## config.mk

```make
export PLATFORM = sky130hd
export DESIGN_NAME = spi_reg_bridge
export DESIGN_NICKNAME = d
export VERILOG_FILES = /design/src/rtl/gpio_bus_pkg.sv /design/src/rtl/spi_edge_sync.sv /design/src/rtl/spi_reg_bridge.sv
export SDC_FILE = /design/constraint.sdc
export NUM_CORES = 1
export LEC_CHECK = 0
export BUFFER_PORTS_ARGS = -buffer_cell sky130_fd_sc_hd__buf_2
export CAP_MARGIN = 30
export CORE_MARGIN = 10
export CORE_UTILIZATION = 55
export CTS_CLUSTER_DIAMETER = 150
export DETAILED_ROUTE_END_ITERATION = 10
export MAX_ROUTING_LAYER = met4
export PLACE_DENSITY = 0.76
export RECOVER_POWER = 50
export SYNTH_ARGS = -nofsm -noshare
export SYNTH_HDL_FRONTEND = slang
export SYNTH_SLANG_ARGS = --single-unit
export TNS_END_PERCENT = 10
```

## constraint.sdc

```tcl
create_clock -name clklow -period 4.3 [get_ports clklow]
set_input_delay 0.86 -clock clklow [delete_from_list [all_inputs] [get_ports clklow]]
set_output_delay 0.86 -clock clklow [all_outputs]
set_load 0.005 [all_outputs]
```

## src/rtl/gpio_bus_pkg.sv

```systemverilog
// Shared types and frame geometry for the SPI register bridge.
// Frame: 16-bit command (R/nW + 15-bit address), dummy turnaround, 32-bit data.
package gpio_bus_pkg;

    typedef enum logic [2:0] {
        IDLE,
        CMD,
        TURN,
        DATA,
        WRITE_ISSUE,
        DONE
    } spi_state_e;

    localparam int CMD_BITS   = 16;
    localparam int DATA_BITS  = 32;
    localparam int DUMMY_BITS = 8;
    localparam int FRAME_BITS = CMD_BITS + DUMMY_BITS + DATA_BITS;

    function automatic int frame_bits(input int dummy_bits);
        return CMD_BITS + dummy_bits + DATA_BITS;
    endfunction

endpackage

```

## src/rtl/spi_edge_sync.sv

```systemverilog
// Oversampling front end: synchronizes sclk/cs_n/mosi into clklow and
// produces single-cycle edge pulses from the synchronized sclk and cs_n.
module spi_edge_sync #(
    parameter int SyncStages = 2
) (
    input  logic clk_i,
    input  logic rst_ni,
    input  logic sclk_i,
    input  logic cs_n_i,
    input  logic mosi_i,
    output logic sclk_rise_o,
    output logic sclk_fall_o,
    output logic cs_fall_o,
    output logic cs_rise_o,
    output logic cs_n_o,
    output logic mosi_o
);

    logic [SyncStages-1:0] sclk_q, cs_q, mosi_q;
    logic                  sclk_prev_q, cs_prev_q;

    // cs_n resets deasserted so a reset never fabricates a frame start
    always_ff @(posedge clk_i or negedge rst_ni) begin
        if (!rst_ni) begin
            sclk_q      <= '0;
            cs_q        <= '1;
            mosi_q      <= '0;
            sclk_prev_q <= 1'b0;
            cs_prev_q   <= 1'b1;
        end else begin
            sclk_q      <= {sclk_q[SyncStages-2:0], sclk_i};
            cs_q        <= {cs_q[SyncStages-2:0], cs_n_i};
            mosi_q      <= {mosi_q[SyncStages-2:0], mosi_i};
            sclk_prev_q <= sclk_q[SyncStages-1];
            cs_prev_q   <= cs_q[SyncStages-1];
        end
    end

    assign sclk_rise_o = sclk_q[SyncStages-1] & ~sclk_prev_q;
    assign sclk_fall_o = ~sclk_q[SyncStages-1] & sclk_prev_q;
    assign cs_fall_o   = ~cs_q[SyncStages-1] & cs_prev_q;
    assign cs_rise_o   = cs_q[SyncStages-1] & ~cs_prev_q;
    assign cs_n_o      = cs_q[SyncStages-1];
    assign mosi_o      = mosi_q[SyncStages-1];

endmodule

```

## src/rtl/spi_reg_bridge.sv

```systemverilog
// SPI mode-0 slave that turns 56-bit frames into register-bus reads/writes.
// Everything runs in clklow; the SPI pins are oversampled by spi_edge_sync.
import gpio_bus_pkg::*;

module spi_reg_bridge #(
    parameter int AddrWidth  = 16,
    parameter int BusWidth   = 32,
    parameter int SyncStages = 2,
    parameter int DummyBits  = 8,
    parameter int ReadWait   = 6,
    parameter int StrobeLen  = 2
) (
    input  logic                 clklow,
    input  logic                 resetN,
    input  logic                 spi_sclk,
    input  logic                 spi_cs_n,
    input  logic                 spi_mosi,
    output logic                 spi_miso,
    output logic                 miso_oe,
    output logic [AddrWidth-1:0] bus_address,
    output logic                 bus_read,
    output logic                 bus_write,
    output logic [BusWidth-1:0]  bus_writedata,
    input  logic [BusWidth-1:0]  bus_readdata,
    output logic                 frame_abort
);

    localparam int CW = $clog2(DATA_BITS) + 1;
    localparam int RW = $clog2(ReadWait + 1) + 1;
    localparam int SW = $clog2(StrobeLen + 1) + 1;

    localparam logic [CW-1:0] CMD_LAST  = CW'(CMD_BITS - 1);
    localparam logic [CW-1:0] TURN_LAST = CW'(DummyBits - 1);
    localparam logic [CW-1:0] DATA_LAST = CW'(DATA_BITS - 1);
    localparam logic [RW-1:0] RD_WAIT   = RW'(ReadWait);
    localparam logic [RW-1:0] RD_STROBE = RW'(StrobeLen);
    localparam logic [SW-1:0] WR_STROBE = SW'(StrobeLen);

    logic sclk_rise, sclk_fall, cs_fall, cs_rise, cs_n_s, mosi_s;

    spi_edge_sync #(.SyncStages(SyncStages)) u_sync (
        .clk_i       (clklow),
        .rst_ni      (resetN),
        .sclk_i      (spi_sclk),
        .cs_n_i      (spi_cs_n),
        .mosi_i      (spi_mosi),
        .sclk_rise_o (sclk_rise),
        .sclk_fall_o (sclk_fall),
        .cs_fall_o   (cs_fall),
        .cs_rise_o   (cs_rise),
        .cs_n_o      (cs_n_s),
        .mosi_o      (mosi_s)
    );

    spi_state_e            state_q, state_d;
    logic [CW-1:0]         cnt_q;
    logic [CMD_BITS-2:0]   cmd_sh_q;
    logic                  rnw_q;
    logic [AddrWidth-1:0]  bus_address_q;
    logic                  bus_read_q, rd_busy_q, rd_keep_q;
    logic [RW-1:0]         rd_cnt_q;
    logic [BusWidth-1:0]   tx_sh_q;
    logic                  miso_q;
    logic [BusWidth-2:0]   rx_sh_q;
    logic [BusWidth-1:0]   bus_writedata_q;
    logic                  bus_write_q;
    logic [SW-1:0]         wr_cnt_q;
    logic                  frame_abort_q;

    logic cmd_done, turn_done, data_done, wr_done, abort, in_frame;

    assign in_frame = (state_q == CMD) || (state_q == TURN) || (state_q == DATA);

    always_comb begin
        state_d   = state_q;
        cmd_done  = 1'b0;
        turn_done = 1'b0;
        data_done = 1'b0;
        wr_done   = 1'b0;
        abort     = 1'b0;
        case (state_q)
            IDLE: if (cs_fall) state_d = CMD;
            CMD, TURN, DATA: begin
                if (cs_rise) begin
                    abort   = 1'b1;
                    state_d = IDLE;
                end else if (sclk_rise) begin
                    if (state_q == CMD && cnt_q == CMD_LAST) begin
                        cmd_done = 1'b1;
                        state_d  = TURN;
                    end else if (state_q == TURN && cnt_q == TURN_LAST) begin
                        turn_done = 1'b1;
                        state_d   = DATA;
                    end else if (state_q == DATA && cnt_q == DATA_LAST) begin
                        data_done = 1'b1;
                        state_d   = rnw_q ? DONE : WRITE_ISSUE;
                    end
                end
            end
            // A cs_n rise here is deliberately ignored; DONE waits on the level.
            WRITE_ISSUE: if (wr_cnt_q == WR_STROBE) begin
                wr_done = 1'b1;
                state_d = DONE;
            end
            DONE: if (cs_n_s) state_d = IDLE;
            default: state_d = IDLE;
        endcase
    end

    always_ff @(posedge clklow or negedge resetN) begin
        if (!resetN) state_q <= IDLE;
        else         state_q <= state_d;
    end

    always_ff @(posedge clklow or negedge resetN) begin
        if (!resetN) begin
            cnt_q           <= '0;
            cmd_sh_q        <= '0;
            rnw_q           <= 1'b0;
            bus_address_q   <= '0;
            bus_read_q      <= 1'b0;
            rd_busy_q       <= 1'b0;
            rd_keep_q       <= 1'b0;
            rd_cnt_q        <= '0;
            tx_sh_q         <= '0;
            miso_q          <= 1'b0;
            rx_sh_q         <= '0;
            bus_writedata_q <= '0;
            bus_write_q     <= 1'b0;
            wr_cnt_q        <= '0;
            frame_abort_q   <= 1'b0;
        end else begin
            frame_abort_q <= abort;

            if (state_q == IDLE || cmd_done || turn_done || data_done)
                cnt_q <= '0;
            else if (sclk_rise && in_frame)
                cnt_q <= cnt_q + 1'b1;

            if (state_q == CMD && sclk_rise)
                cmd_sh_q <= {cmd_sh_q[CMD_BITS-3:0], mosi_s};

            // cmd_sh_q[13:1] holds addr[14:2] at the 16th rise; addr[1:0] dropped
            if (cmd_done) begin
                rnw_q         <= cmd_sh_q[CMD_BITS-2];
                bus_address_q <= AddrWidth'({cmd_sh_q[CMD_BITS-3:1], 2'b00});
            end

            // Read issue overlaps TURN; an abort lets the strobe finish but drops the data
            if (cmd_done && cmd_sh_q[CMD_BITS-2]) begin
                bus_read_q <= 1'b1;
                rd_busy_q  <= 1'b1;
                rd_keep_q  <= 1'b1;
                rd_cnt_q   <= RW'(1);
            end else if (rd_busy_q) begin
                if (rd_cnt_q >= RD_STROBE) bus_read_q <= 1'b0;
                if (rd_cnt_q == RD_WAIT)   rd_busy_q  <= 1'b0;
                else                       rd_cnt_q   <= rd_cnt_q + 1'b1;
            end
            if (abort) rd_keep_q <= 1'b0;

            if (rd_busy_q && rd_keep_q && rd_cnt_q == RD_WAIT)
                tx_sh_q <= bus_readdata;
            else if (state_q == DATA && rnw_q && sclk_fall)
                tx_sh_q <= tx_sh_q << 1;

            // MSB goes out on DATA entry and again on the first fall, then one bit per fall
            if (turn_done && rnw_q)
                miso_q <= tx_sh_q[BusWidth-1];
            else if (state_q == DATA && rnw_q && sclk_fall)
                miso_q <= tx_sh_q[BusWidth-1];
            else if (state_q != DATA)
                miso_q <= 1'b0;

            if (state_q == DATA && !rnw_q && sclk_rise)
                rx_sh_q <= {rx_sh_q[BusWidth-3:0], mosi_s};

            if (data_done && !rnw_q) begin
                bus_writedata_q <= {rx_sh_q, mosi_s};
                bus_write_q     <= 1'b1;
                wr_cnt_q        <= SW'(1);
            end else if (state_q == WRITE_ISSUE) begin
                if (wr_done) bus_write_q <= 1'b0;
                else         wr_cnt_q    <= wr_cnt_q + 1'b1;
            end
        end
    end

    assign miso_oe       = ~cs_n_s;
    assign spi_miso      = miso_q & ~cs_n_s;
    assign bus_address   = bus_address_q;
    assign bus_read      = bus_read_q;
    assign bus_write     = bus_write_q;
    assign bus_writedata = bus_writedata_q;
    assign frame_abort   = frame_abort_q;

endmodule

```

# Word level (Yosys, flattened, before mapping)
# Cells that the tools add are included.
# totals
reg_bits,154
word_cells,140
# op_classes
add_sub_neg,3
magnitude_cmp,1
eq_ne,18
muxes,53
bitwise_logic,9
n_reduce_logical,35
# ops
op,count
32-bit 2-to-1 mux,2
1-bit 2-to-1 mux,34
3-bit 2-to-1 mux,11
1-bit logical AND,14
2-bit nonzero test,7
4-bit 2-to-1 mux,3
6-bit 2-to-1 mux,2
3-bit case mux with 4 select lines,1
"3-bit by 2-bit equality test with 1-bit output, second input constant",3
2-bit AND reduction,4
"6-bit by 1-bit adder with 6-bit output, second input constant",1
"3-bit equality test, second input constant",2
"6-bit by 3-bit equality test with 1-bit output, second input constant",1
"6-bit by 4-bit equality test with 1-bit output, second input constant",1
"6-bit by 5-bit equality test with 1-bit output, second input constant",1
"2-bit inequality test, second input constant",3
1-bit bitwise AND,5
1-bit logical OR,5
"5-bit inequality test, second input constant",1
5-bit AND reduction,1
"4-bit by 1-bit adder with 4-bit output, second input constant",1
"4-bit by 3-bit equality test with 1-bit output, second input constant",1
"4-bit by 2-bit greater-or-equal comparator with 1-bit output, second input constant",1
"2-bit by 1-bit inequality test with 1-bit output, second input constant",2
9 further kinds,12

# Longest topological paths before layout
# depth
depth_word,11
ltp_mapped,8

# By module
# A second synthesis with hierarchy kept.
# hier_totals
cells_unflattened,486
area_unflattened_um2,6437.4
# by_module_without_submodules
module,n_inst,cells_each,area_per_inst_um2,seq_area_each_um2
spi_reg_bridge,1,474,6198.4,3653.5
spi_edge_sync,1,12,239.0,203.9

# Least setup slack after synthesis
# No wires, ideal clock.
# synth_path
path_kind,flip-flop to flip-flop
from,register cnt_q[0]
to,"register bus_address_q[4], in the netlist bus_address[4]"
setup_time_ns,0.125
arrival_time_ns,2.064
slack_ns,2.111
path_stages_with_launch,7
period_less_slack_ns,2.189
cell_sequence,dfrtp_1 -> ha_1 -> nand3b_1 -> or4_4 -> nor4_4 -> buf_6 -> mux2_4
# synth_between
elab_chain_cells,6
# synth_rtl
item,line_no,rtl
start: declaration,spi_reg_bridge.sv:56,logic [CW-1:0] cnt_q;
start signal: assignment,spi_reg_bridge.sv:138,cnt_q <= cnt_q + 1'b1;
6-bit by 4-bit equality test with 1-bit output,spi_reg_bridge.sv:88,if (state_q == CMD && cnt_q == CMD_LAST) begin
1-bit logical AND,spi_reg_bridge.sv:88,
1-bit 2-to-1 mux,spi_reg_bridge.sv:88,
1-bit 2-to-1 mux,spi_reg_bridge.sv:87,end else if (sclk_rise) begin
1-bit 2-to-1 mux,spi_reg_bridge.sv:84,if (cs_rise) begin
1-bit 2-to-1 mux,spi_reg_bridge.sv:81,case (state_q)
end signal: assignment,spi_reg_bridge.sv:146,"bus_address_q <= AddrWidth'({cmd_sh_q[CMD_BITS-3:1], 2'b00});"
end: declaration,spi_reg_bridge.sv:59,logic [AddrWidth-1:0] bus_address_q;
# No other way between the ends.
# A chain may end at the register's enable or synchronous reset.

# Final worst setup path
# layout_path
from,register state_q[2]
to,"register bus_writedata_q[14], in the netlist bus_writedata[14]"
# layout_between
elab_chain_cells,9
word_cells_on_any_way,14
classes_between,eq/ne: 3; mux: 6; reduce/logical: 5
# layout_rtl
item,line_no,rtl
start: declaration,spi_reg_bridge.sv:55,"spi_state_e state_q, state_d;"
start signal: assignment,spi_reg_bridge.sv:112,else state_q <= state_d;
3-bit by 2-bit equality test with 1-bit output,"spi_reg_bridge.sv:81, spi_reg_bridge.sv:94",
1-bit logical AND,spi_reg_bridge.sv:94,end else if (state_q == DATA && cnt_q == DATA_LAST) begin
1-bit 2-to-1 mux,spi_reg_bridge.sv:94,
1-bit 2-to-1 mux,spi_reg_bridge.sv:91,end else if (state_q == TURN && cnt_q == TURN_LAST) begin
1-bit 2-to-1 mux,spi_reg_bridge.sv:88,
1-bit 2-to-1 mux,spi_reg_bridge.sv:87,
1-bit 2-to-1 mux,spi_reg_bridge.sv:84,
1-bit 2-to-1 mux *,spi_reg_bridge.sv:81,
1-bit logical AND *,spi_reg_bridge.sv:178,if (data_done && !rnw_q) begin
end signal: assignment,spi_reg_bridge.sv:179,"bus_writedata_q <= {rx_sh_q, mosi_s};"
end: declaration,spi_reg_bridge.sv:65,logic [BusWidth-1:0] bus_writedata_q;
# Mark *: on every way between the ends. The rest lies on a longest branch, timed or not.

==> reports/summary.txt <==
Starting Density: 56.87%
R2R cell count: 4
Gates resized, CTS repair: 0
Cell Area, Synth: 6549 um^2
Worst-path clk slew: 0.06 ns
Filler cells: 785
Peak VDD IR: 305.3 uV
crit-path max FO: 33
Via density: 5.424
Routed WL: 12.69 mm
CP startpoint kind: register
Final Cycle Share: 63.66%
max cap viols: 1
top cell type's share of synthesized area: 57.70%
via count: 3976
top achievable clock speed: 0.3653 GHz
Buf/Inv on CP: 1
hpwl dp: 8.553 mm
# rows: 39
Slowest cell on crit path: or4_4
CP endpoint: bus_writedata[14]
flop2flop setup slack: 1.56 ns
number of remaining DRC errors: 1
largest cells by area after synthesis: dfrtp_1 (58%), mux2_2 (10%), mux2_4 (7.6%)
clock skew: 0.01016 ns
Post-Syn Instances: 493
clk buf depth: 2
Synth Flop Type: dfrtp_1
Worst EP arrival: 3.05 ns
CTS tree: yes
Crit path depth: 4
pwr/cell area: 439.6 nW/um^2
status: complete, but fails checks
fin nets: 619
Slew HR: -36.49%
placed cell areas: 7096 um^2
Critical Path Start: state_q[2]
unrepaired setup endpoints after global routing: false
max incr delay on CP: 0.84 ns
core box area: 11520 um^2
reg2reg end: bus_writedata[14]
endpoints failing setup: 0
# clock sinks: 154
I/O Pins: 90
Tmin final: 2.737 ns
area leader, netlist: dfrtp_1
pins over their slew limit: 41
number of global-route vias before repair: 4140
R2R Path Start: state_q[2]
GRT Total Usage: 16.27%
port bufs: 86
Setup crit end kind: register
ANT nets after route: 0
DR iter-0 viols: 214
Avg Synthesized Cell Area: 13.28 um^2
first-pass GRT wire length: 20.93 mm
crit path cell chain: or4_4, or2_2, buf_16, mux2_4
Seq/Total Area, Yosys: 58.90%
Leak Pwr: 3.704 nW
Worst Hold Class: register to register
GPL Wtd Cong: 0.8553
Root Driver: clkbuf_16
H-Tree Depth: 4
CP required: 4.61 ns
Die Y: 129.1 um
failing checks: design-rule violations, max-capacitance violations, max-slew violations
Worst Max-Slew Pin Slew: 2.047 ns
overall power: 3.408 mW
Layout area overhead: 18.38%
Worst-Skew Late Latency: 0.43 ns
initial antenna violation count: 0
Worst Path Class, Setup: register to register
WL per Instance: 17.31 um
clock buffer count from CTS: 17
Antenna Cells: 0
design area: 7752 um^2
full die area: 16670 um^2
Fin. Hold Viols: 0
drt pass-1 iters: 7
asr flop ratio synth: 100.0%
Post-synth EDFFs: 0
# hold bufs at CTS: 0
grt ovf: 0
Post-Route Setup TNS: 0 ns
largest net degree at the start of global routing: 59
cell family with most CP delay: simple AND/OR/NAND/NOR gates
Die X: 129.1 um
library cells used by synthesis: 48
synth warn: 0
Post-CTS Setup Repair Bufs: 0
Util after Layout: 67.32%
ratio of cells with drive above 1 in the final layout: 36.44%
Yosys reg bits: 154
## cell families after synthesis
family          Yosys count  share of synthesized area (%)
compound gates           55                          4.853
xor+xnor                  6                         0.8026
fa+ha+maj                 5                         0.9553
buf+inv                  34                          3.076
flops                   154                          58.90
mux                     124                          22.62
other cells               1                        0.05726
simple gates            114                          8.731
## how the worst min path moves through the flow
stage                           startpoint                to  slack (ns)  depth (start not counted)
after detailed placement  u_sync.mosi_q[0]  u_sync.mosi_q[1]        0.34                          0
after global placement    u_sync.mosi_q[0]  u_sync.mosi_q[1]        0.34                          0
after CTS                   u_sync.cs_q[0]    u_sync.cs_q[1]        0.35                          0
after floorplan           u_sync.mosi_q[0]  u_sync.mosi_q[1]        0.33                          0
after global routing        u_sync.cs_q[0]    u_sync.cs_q[1]        0.36                          0
final                       u_sync.cs_q[0]    u_sync.cs_q[1]        0.36                          0
## sequential cells by signal (all words and copies together), names as in the netlist, 3 cells and up
register / flops
wr_cnt_q: 3
tx_sh_q: 32
rd_cnt_q: 4
rx_sh_q: 31
cmd_sh_q: 15
bus_address: 13
cnt_q: 6
state_q: 3
bus_writedata: 32
## report_power, final
group	switching, mW	internal, mW	leakage (nW)
Combinational	0.110	0.0899	1.44
Clock	0.573	1.07	0.315
Sequential	0.0532	1.51	1.95
## cell usage after synthesis (all sizes together), types with 5 or more instances
cell type and number:
dfrtp 151, mux2 93, nand2 55, o21ai 35, mux2i 31, nor2 19, buf 17, clkbuf 12
a21oi 7, nand3 6, or3 6, ha 5, inv 5, nand2b 5, nor3 5
## metrics by stage
| step | instances | worst slack [ns] | hold WS [ns] |
|---|---|---|---|
| 4_1_cts | 732 | 1.534 | 0.3537 |
| 6_report | 733 | 1.563 | 0.3598 |
| 2_1_floorplan | 495 | 2.111 | 0.3312 |
| 3_5_place_dp | 700 | 1.551 | 0.3370 |
| 5_1_grt | 733 | 1.036 | 0.3640 |
| 3_3_place_gp | 698 | 1.636 | 0.3371 |
## layer usage
metal  up-vias  GRT usage [%]  wire [um]
met1      1978          19.80       5505
met4         0          7.090        216
met5         -              -          0
met2        96          24.79       6261
li1       1885              -          -
met3        17          4.812        703
## final cells by class
| class | instances | area, um^2 | area share [%] |
|---|---|---|---|
| Timing Repair Buffer | 92 | 521.8 | 6.730 |
| Clock inverter | 11 | 191.4 | 2.469 |
| Clock buffer | 21 | 470.5 | 6.068 |
| Inverter | 5 | 18.77 | 0.2421 |
| Multi-Input combinational cell | 307 | 2514 | 32.42 |
| Sequential cell | 154 | 3857 | 49.76 |
| Tap cell | 143 | 178.9 | 2.308 |
## placed cells by master (no fill, tap or decap), types with 2 or more instances in the layout
| cell type | Yosys | routed |
|---|---|---|
| dfrtp_1 | 151 | 151 |
| buf_2 | 7 | 72 |
| mux2_2 | 60 | 60 |
| nand2_1 | 55 | 55 |
| o21ai_0 | 35 | 35 |
| mux2_4 | 33 | 33 |
| mux2i_1 | 31 | 31 |
| nor2_1 | 19 | 18 |
| clkbuf_16 | 0 | 17 |
| clkbuf_1 | 11 | 15 |
| a21oi_1 | 7 | 7 |
| or3_1 | 6 | 6 |
| nand3_1 | 6 | 6 |
| inv_1 | 5 | 5 |
| nor3_1 | 5 | 5 |
| ha_1 | 5 | 5 |
| bufinv_16 | 0 | 5 |
| nand2b_1 | 4 | 4 |
| nand4_1 | 3 | 3 |
| xor2_1 | 3 | 3 |
| xnor2_1 | 3 | 3 |
| conb_1 | 1 | 3 |
| clkinvlp_4 | 0 | 3 |
| clkbuf_8 | 0 | 3 |
| buf_16 | 0 | 3 |
| nand3b_1 | 2 | 2 |
| or4_4 | 2 | 2 |
| nor2b_1 | 2 | 2 |
| nor4_4 | 1 | 2 |
| a2bb2oi_1 | 2 | 2 |
| a31oi_1 | 2 | 2 |
| clkinv_2 | 0 | 2 |
| buf_4 | 3 | 2 |
| dfstp_2 | 3 | 2 |
Note: power is estimated with default switching activity, not from simulation.
